**config.mk**
```make
export PLATFORM = sky130hd
export DESIGN_NAME = ram_dma_burst_wr_ctrl
export DESIGN_NICKNAME = d
export VERILOG_FILES = /design/src/rtl/ram_dma_burst_wr_ctrl.sv
export SDC_FILE = /design/constraint.sdc
export NUM_CORES = 1
export LEC_CHECK = 0
export CAP_MARGIN = 40
export CORE_MARGIN = 8
export CORE_UTILIZATION = 35
export CTS_BUF_LIST = sky130_fd_sc_hd__clkbuf_4 sky130_fd_sc_hd__clkbuf_8
export DETAILED_ROUTE_END_ITERATION = 10
export GPL_TIMING_DRIVEN = 0
export HOLD_SLACK_MARGIN = 0.03
export PLACE_DENSITY_LB_ADDON = 0.2
export REMOVE_ABC_BUFFERS = 1
export SLEW_MARGIN = 5
export SYNTH_ARGS = -nofsm -noshare
export SYNTH_HDL_FRONTEND = slang
export SYNTH_SLANG_ARGS = --single-unit
```
**constraint.sdc**
```tcl
create_clock -name clk -period 4.5 [get_ports clk]
set_input_delay 0.675 -clock clk [delete_from_list [all_inputs] [get_ports clk]]
set_output_delay 0.675 -clock clk [all_outputs]
set_load 0.03 [all_outputs]
```
**src/rtl/ram_dma_burst_wr_ctrl.sv**
```systemverilog
// Drains FIFO words into an asynchronous byte-wide SRAM, one RAM lane at a time.
// Every output is a flop whose next value is decoded from the next state, so the strobes
// change cleanly on the clock edge.
// The write pointer walks a circular region. base_addr and region_size are used live
// whenever an address is computed.
//
// state         | meaning
// --------------+---------------------------------------------------------------
// IDLE          | waiting for a valid head word while wr_enable is high
// WR_START      | chip enable asserted, bus still parked at 0
// WR_PLACE_ADDR | address driven to the RAM
// WR_PLACE_DATA | address and lane data driven
// WR_BYTE       | write strobe low; held here while the RAM reports busy
// DONE          | chip enable released; advance the lane and offset, pop after the last lane
module ram_dma_burst_wr_ctrl #(
    parameter  int WORD_WIDTH     = 32,
    parameter  int RAM_DATA_WIDTH = 8,
    parameter  int RAM_ADDR_WIDTH = 16,
    parameter  int LANE_ORDER     = 0,
    localparam int LANES          = WORD_WIDTH / RAM_DATA_WIDTH
) (
    input  logic                      clk,
    input  logic                      reset_n,
    input  logic [WORD_WIDTH-1:0]     fifo_data_out,
    input  logic                      fifo_data_out_vld,
    output logic                      fifo_data_pop,
    output logic [RAM_ADDR_WIDTH-1:0] ram_wr_addr_l,
    output logic                      CE_bar_l,
    output logic                      RW_bar_l,
    output logic                      OE_bar_l,
    input  logic                      BUSY_bar_l,
    output logic [RAM_DATA_WIDTH-1:0] ram_wr_data,
    input  logic                      wr_enable,
    input  logic [RAM_ADDR_WIDTH-1:0] base_addr,
    input  logic [RAM_ADDR_WIDTH-1:0] region_size,
    input  logic                      batch_done,
    output logic [RAM_ADDR_WIDTH-1:0] words_written,
    output logic                      wrap_pulse,
    output logic                      busy
);

    localparam int                        LW        = (LANES > 1) ? $clog2(LANES) : 1;
    localparam logic [LW-1:0]             LAST_LANE = LW'(LANES - 1);
    localparam logic [LW-1:0]             LANE_ONE  = LW'(1);
    localparam logic [RAM_ADDR_WIDTH-1:0] ADDR_ONE  = RAM_ADDR_WIDTH'(1);

    typedef enum logic [2:0] {
        IDLE,
        WR_START,
        WR_PLACE_ADDR,
        WR_PLACE_DATA,
        WR_BYTE,
        DONE
    } state_t;

    state_t                    state_q, state_d;
    logic [LW-1:0]             lane_q, lane_d;
    logic [RAM_ADDR_WIDTH-1:0] offset_q, offset_d;
    logic [RAM_ADDR_WIDTH-1:0] words_written_q, words_written_d;
    logic                      pend_q, pend_d;
    logic [WORD_WIDTH-1:0]     word_q, word_d;
    logic                      ce_bar_q, ce_bar_d;
    logic                      rw_bar_q, rw_bar_d;
    logic                      pop_q, pop_d;
    logic                      wrap_q, wrap_d;
    logic                      busy_q, busy_d;
    logic [RAM_ADDR_WIDTH-1:0] addr_q, addr_d;
    logic [RAM_DATA_WIDTH-1:0] data_q, data_d;

    logic [LW-1:0]             lane_sel;
    logic [RAM_DATA_WIDTH-1:0] lane_data;
    logic                      lane_is_last;
    logic                      wrap_hit;
    logic [RAM_ADDR_WIDTH-1:0] offset_nxt;

    // A region_size of 0 makes region_size-1 all ones, which gives the natural 2^N wrap.
    assign lane_sel     = (LANE_ORDER != 0) ? (LAST_LANE - lane_q) : lane_q;
    assign lane_data    = word_q[lane_sel*RAM_DATA_WIDTH +: RAM_DATA_WIDTH];
    assign lane_is_last = (lane_q == LAST_LANE);
    assign wrap_hit     = (offset_q == (region_size - ADDR_ONE));
    assign offset_nxt   = wrap_hit ? '0 : (offset_q + ADDR_ONE);

    // Next-state, pointer bookkeeping and registered-output decode.
    always_comb begin
        state_d         = state_q;
        lane_d          = lane_q;
        offset_d        = offset_q;
        words_written_d = words_written_q;
        pend_d          = pend_q;
        word_d          = word_q;

        // A rewind requested mid-word is deferred so that the word in flight completes.
        if (batch_done && (state_q != IDLE)) pend_d = 1'b1;

        case (state_q)
            IDLE: begin
                if (batch_done) begin
                    offset_d        = '0;
                    words_written_d = '0;
                end
                if (fifo_data_out_vld && wr_enable) begin
                    word_d  = fifo_data_out;
                    lane_d  = '0;
                    state_d = WR_START;
                end
            end
            WR_START:      state_d = WR_PLACE_ADDR;
            WR_PLACE_ADDR: state_d = WR_PLACE_DATA;
            WR_PLACE_DATA: state_d = WR_BYTE;
            WR_BYTE:       if (BUSY_bar_l) state_d = DONE;
            DONE: begin
                if (lane_is_last) begin
                    state_d = IDLE;
                    lane_d  = '0;
                    if (pend_q || batch_done) begin
                        offset_d        = '0;
                        words_written_d = '0;
                        pend_d          = 1'b0;
                    end else begin
                        offset_d        = offset_nxt;
                        words_written_d = words_written_q + ADDR_ONE;
                    end
                end else begin
                    state_d  = WR_START;
                    lane_d   = lane_q + LANE_ONE;
                    offset_d = offset_nxt;
                end
            end
            default: state_d = IDLE;
        endcase

        ce_bar_d = !(state_d inside {WR_START, WR_PLACE_ADDR, WR_PLACE_DATA, WR_BYTE});
        rw_bar_d = !(state_d inside {WR_BYTE, DONE});
        addr_d   = (state_d inside {WR_PLACE_ADDR, WR_PLACE_DATA, WR_BYTE, DONE})
                   ? (base_addr + offset_q) : '0;
        data_d   = (state_d inside {WR_PLACE_DATA, WR_BYTE, DONE}) ? lane_data : '0;
        pop_d    = (state_q == WR_BYTE) && BUSY_bar_l && lane_is_last;
        wrap_d   = (state_q == WR_BYTE) && BUSY_bar_l && wrap_hit;
        busy_d   = (state_d != IDLE);
    end

    // State, datapath and output registers; reset parks every output in its idle level.
    always_ff @(posedge clk or negedge reset_n) begin
        if (!reset_n) begin
            state_q         <= IDLE;
            lane_q          <= '0;
            offset_q        <= '0;
            words_written_q <= '0;
            pend_q          <= 1'b0;
            word_q          <= '0;
            ce_bar_q        <= 1'b1;
            rw_bar_q        <= 1'b1;
            pop_q           <= 1'b0;
            wrap_q          <= 1'b0;
            busy_q          <= 1'b0;
            addr_q          <= '0;
            data_q          <= '0;
        end else begin
            state_q         <= state_d;
            lane_q          <= lane_d;
            offset_q        <= offset_d;
            words_written_q <= words_written_d;
            pend_q          <= pend_d;
            word_q          <= word_d;
            ce_bar_q        <= ce_bar_d;
            rw_bar_q        <= rw_bar_d;
            pop_q           <= pop_d;
            wrap_q          <= wrap_d;
            busy_q          <= busy_d;
            addr_q          <= addr_d;
            data_q          <= data_d;
        end
    end

    assign fifo_data_pop = pop_q;
    assign ram_wr_addr_l = addr_q;
    assign ram_wr_data   = data_q;
    assign CE_bar_l      = ce_bar_q;
    assign RW_bar_l      = rw_bar_q;
    assign OE_bar_l      = 1'b1;
    assign words_written = words_written_q;
    assign wrap_pulse    = wrap_q;
    assign busy          = busy_q;

endmodule
```
* Word-level counts from Yosys, hierarchy flattened
Index checks and enable logic that the tools add are counted.
** Operators by class
- Shift-type cells :: 1
- Muxes and demuxes :: 21
- Bitwise operators :: 0
- Add/subtract/negate cells :: 5
- Magnitude comparators :: 0
- Reductions and logical operators :: 20
- Divide/modulo/power cells :: 0
- Eq/ne operators :: 15
- Multiply operators :: 0
** Operators with widths (count)
- 2-to-1 mux 16 bit :: 7
- case mux 16 bit (2 select lines) :: 2
- adder 16 x 1 -> 16 bit (second input constant) :: 2
- indexed part select 32 x 6 -> 8 bit :: 1
- case mux 3 bit (6 select lines) :: 1
- adder 16 bit :: 1
- == test 16 bit :: 1
- subtractor 16 x 1 -> 16 bit (second input constant) :: 1
- == test 3 x 2 -> 1 bit (second input constant) :: 4
- == test 3 bit (second input constant) :: 4
- nonzero test 3 bit :: 3
- 2-to-1 mux 8 bit :: 1
- nonzero test 4 bit :: 2
- == test 3 x 1 -> 1 bit (second input constant) :: 2
- 2-to-1 mux 3 bit :: 2
- != test 2 bit (second input constant) :: 3
- AND reduction 2 bit :: 3
- logical AND 1 bit :: 5
- 2-to-1 mux 1 bit :: 5
- 2-to-1 mux 2 bit :: 2
- case mux 2 bit (2 select lines) :: 1
- nonzero test 2 bit :: 2
- logical NOT 3 bit :: 1
- AND reduction 3 bit :: 1
- other kinds (4) :: 5
** Word-level totals
- Memories kept :: 0
- Word-level logic and storage cells :: 75
- Flip-flop bits (word level) :: 99
- Input port bits :: 70
- Bits in writable memories :: 0
- ROM bits :: 0
- Bits in latches :: 0

* Logic depth before layout (Yosys ltp)
- Word-level depth :: 6
- Depth in mapped cells :: 12

* Least setup slack after synthesis
Ideal clock, no wire load.
- Path kind :: in2reg
- Start point :: in region_size[0]
- End point :: reg offset_q[4]
- Buffers on the path :: 2
- Data required time :: 4379 ps
- Setup slack :: 1259 ps
- Arrival :: 3120 ps
- Cell stages on the path :: 12
- Cell sequence :: inv_1 -> ha_1 -> or4b_1 -> buf_2 -> or3_1 -> a2111oi_2 -> nand4_1 -> nor2_1 -> nand4_1 -> buf_2 -> a31o_1 -> a22o_1
** On the way
- Word-level cells in the longest chain between the ends :: 6
** RTL lines
- start, declared :: RTL line 35 : input logic [RAM_ADDR_WIDTH-1:0] region_size,
- subtractor 16 x 1 -> 16 bit (*) :: RTL line 80 : assign wrap_hit = (offset_q == (region_size - ADDR_ONE));
- == test 16 bit (*) :: RTL line 80
- 2-to-1 mux 16 bit (*) :: RTL line 81 : assign offset_nxt = wrap_hit ? '0 : (offset_q + ADDR_ONE);
- 2-to-1 mux 16 bit :: RTL line 115 : if (pend_q || batch_done) begin
- 2-to-1 mux 16 bit (*) :: RTL line 112 : if (lane_is_last) begin
- case mux 16 bit (2 select lines) (*) :: RTL line 95 : case (state_q)
- end signal, assigned :: RTL line 161 : offset_q <= offset_d;
- end, declared :: RTL line 58 : logic [RAM_ADDR_WIDTH-1:0] offset_q, offset_d;
Mark *: on every way between the ends. The rest lies on a longest branch, timed or not.
A chain may end at the register's enable or synchronous reset.

* Final worst setup path
- Start point :: in region_size[0]
- End point :: reg offset_q[11]
Same word-level chain as after synthesis.

==> impl_metrics.json <==
{
  "status": "complete, no violations",
  "avgSynthCellArea_um2": 9.91,
  "dp_slack_ps": 445,
  "crit_arrival_ps": 3890,
  "worstPathRequired_ps": 4750,
  "antenna_found_initial": 0,
  "start_kind": "input port",
  "r2r-end": "offset_q[11]",
  "final_cell_mix": "clkdlybuf4s50_1 (113), dfrtp_1 (97), nand2_1 (55)",
  "rsz0062_at_grt": "false",
  "r2r_cells": 7,
  "fin_crit_sh_pct": 80.9,
  "cts_root_buf": "clkbuf_8",
  "setup_viol": 0,
  "post-place-cells": 867,
  "clock_skew_ps": 11.7,
  "core_area_um2": 15700,
  "synth_cell_types": 62,
  "yosys.area.top_type": "dfrtp_1",
  "cts_resized": 0,
  "min_path_type": "in2async",
  "ant_nets": 0,
  "cp_top_family": "simple AND/OR/NAND/NOR gates",
  "synthAdderAreaFrac_pct": 4.65,
  "path_clk_slew_ps": 100,
  "via_per_inst": 5.22,
  "path_cells": "clkdlybuf4s50_1 > inv_1 > ha_1 > or4b_1 > or3_1 > a2111oi_2 > nand4_1 > nor2_1 > nand4_1 > buf_6 > nand2_1 > o311ai_0",
  "initial_core_util_pct": 35.4,
  "synth-edff-count": 0,
  "drive_above_1_share_pct": 11.1,
  "tightestPinTransition_ps": 923,
  "slowest_stage": "or4b_1",
  "cp_max_fo": 21,
  "syn_to_final_growth_pct": 28.3,
  "synth_compound_area_share_pct": 14.6,
  "htreeDepth": 3,
  "synthFlopType": "dfrtp_1",
  "fin_util_pct": 45.4,
  "p_leak_nw": 2.95,
  "dr_total_vias": 4609,
  "wire_per_inst_um": 16.5,
  "cp-startpoint": "region_size[0]",
  "critPathMostFrequentCell": "nand4_1",
  "num_rows": 46,
  "rrSetupSlack_ps": 1490,
  "first_iter_violations": 239,
  "ctsHoldBuffers": 0,
  "fin_setup_tns_ps": 0,
  "routed_wl_mm": 14.6,
  "worst_slack_ps": 857,
  "finalInstanceArea_um2": 7110,
  "synth.top_cells.by_area": "dfrtp_1 (44%), mux2_2 (6.7%), o21ai_0 (4.5%)",
  "drc": 0,
  "yosys.area_share.simple_pct": 17.9,
  "die_area_um2": 20100,
  "grt_pass1_wl_mm": 23.2,
  "synth-seq-cells": 99,
  "clock_path_buffers": 2,
  "die_w_um": 142,
  "setup.worst_path.class": "in2reg",
  "dr.pass1.iters": 4,
  "grtUsageTotal_pct": 14.4,
  "post_cts_buffers": 0,
  "drv_cap": 0,
  "end_kind": "flop",
  "fmax_mhz": 275,
  "place_area_um2": 6920,
  "final-max-slew-violation-count": 0,
  "syn_inst": 559,
  "n_fill_cell": 1520,
  "num_antenna_cells": 0,
  "synth_top_area_share_pct": 43.8,
  "io_pins": 116,
  "ys_seq_area_share_pct": 44.8,
  "place.gp.congestion": 0.788,
  "grt_max_degree": 66,
  "yosysWarnings": 0,
  "port_buffers": 114,
  "grt_overflow_total": 0,
  "grt_pass1_vias": 4529,
  "slew_headroom_pct": 38.3,
  "cts_tree": "done",
  "synthMuxAreaShare_pct": 10.5,
  "fin_crit_ps": 3640,
  "nets": 752,
  "dpl.hpwl_mm": 10.9,
  "peakVddDrop_mv": 0.214,
  "cts_buffers": 9,
  "hold_violations": 0,
  "critPathMaxStageDelay_ps": 620,
  "r2r-start": "state_q[0]",
  "clock_sinks": 99,
  "fin_cells": 883,
  "synth-xor-area-share_pct": 4.74,
  "die_y_um": 142,
  "netlist_area_um2": 5540,
  "path_buf_inv": 3,
  "async_reset_ff_share_pct": 100,
  "worst_skew_pair.late_latency_ps": 380,
  "mostFrequentLayoutCell": "clkdlybuf4s50_1",
  "synth_top_family_by_area": "simple AND/OR/NAND/NOR gates",
  "p_per_area_nw_per_um2": 439
}
==> worst reg2reg max path, delay by kind of cell (launching register included) <==
family                 cells  cell delay (ps)
AOI/OAI and AO/OA          2              740
buffers and inverters      1              290
DFF                        1              580
and+or+nand+nor            4             1300
==> per-layer routing <==
| metal | global-route usage (%) | routed length (um) |
|---|---|---|
| met3 | 4.47 | 959 |
| met1 | 18.1 | 6530 |
| met2 | 23.9 | 6960 |
| met4 | 2.71 | 110 |
| met5 | 0 | 0 |
==> stage by stage <==
| step | total power [mW] | hold slack, ps |
|---|---|---|
| floorplan | 2.09 | 379 |
| global placement | 2.54 | 469 |
| detailed placement | 2.60 | 489 |
| CTS | 3.18 | 240 |
| global route | 3.34 | 254 |
| finish | 3.12 | 242 |
==> logic make-up after synthesis <==
family          after synthesis
compound gates              127
fa+ha+maj                    20
other cells                   1
buf+inv                      40
mux                          44
simple gates                198
flops                        99
xor+xnor                     30
==> state kept, by name, summed over array words and instances (netlist names), 2 cells and up <==
| signal | flops |
|---|---|
| state_q | 3 |
| ram_wr_addr_l | 16 |
| lane_q | 2 |
| words_written | 16 |
| offset_q | 16 |
| word_q | 32 |
| ram_wr_data | 8 |
==> final cells by class <==
class	count	area (um2)	share of cell area (%)
Sequential cell	99	2480	34.9
Inverter	12	45.0	0.634
Timing Repair Buffer	120	1220	17.1
Clock inverter	4	32.5	0.458
Multi-Input combinational cell	420	2900	40.8
Clock buffer	12	159	2.24
Tap cell	216	270	3.80
==> synthesized netlist by cell type, types with 7 or more instances <==
master / number
inv_1: 12
xor2_1: 8
clkbuf_1: 22
dfrtp_1: 97
xnor2_1: 22
a21oi_1: 16
and3_1: 15
mux2_2: 33
o21ai_0: 50
nor2_1: 41
nand3_1: 16
mux4_2: 8
nand4_1: 17
ha_1: 19
nor3_1: 9
or3_1: 7
nor2b_1: 12
a31oi_1: 14
nand2_1: 55
==> worst max path at each step <==
stage	to	cells after the start
2_1_floorplan	offset_q[3]	10
3_3_place_gp	offset_q[3]	1
3_5_place_dp	offset_q[11]	12
4_1_cts	offset_q[11]	12
5_1_grt	offset_q[11]	12
6_report	offset_q[11]	12
==> where the power goes <==
group / leakage (nW) / switching [mW] / internal, mW
combinational: 1.58 / 0.623 / 0.604
sequential: 1.27 / 0.174 / 1.16
clock: 0.0926 / 0.319 / 0.241
total: 2.95 / 1.12 / 2.00
No activity file was read; power rests on OpenSTA's default activity.
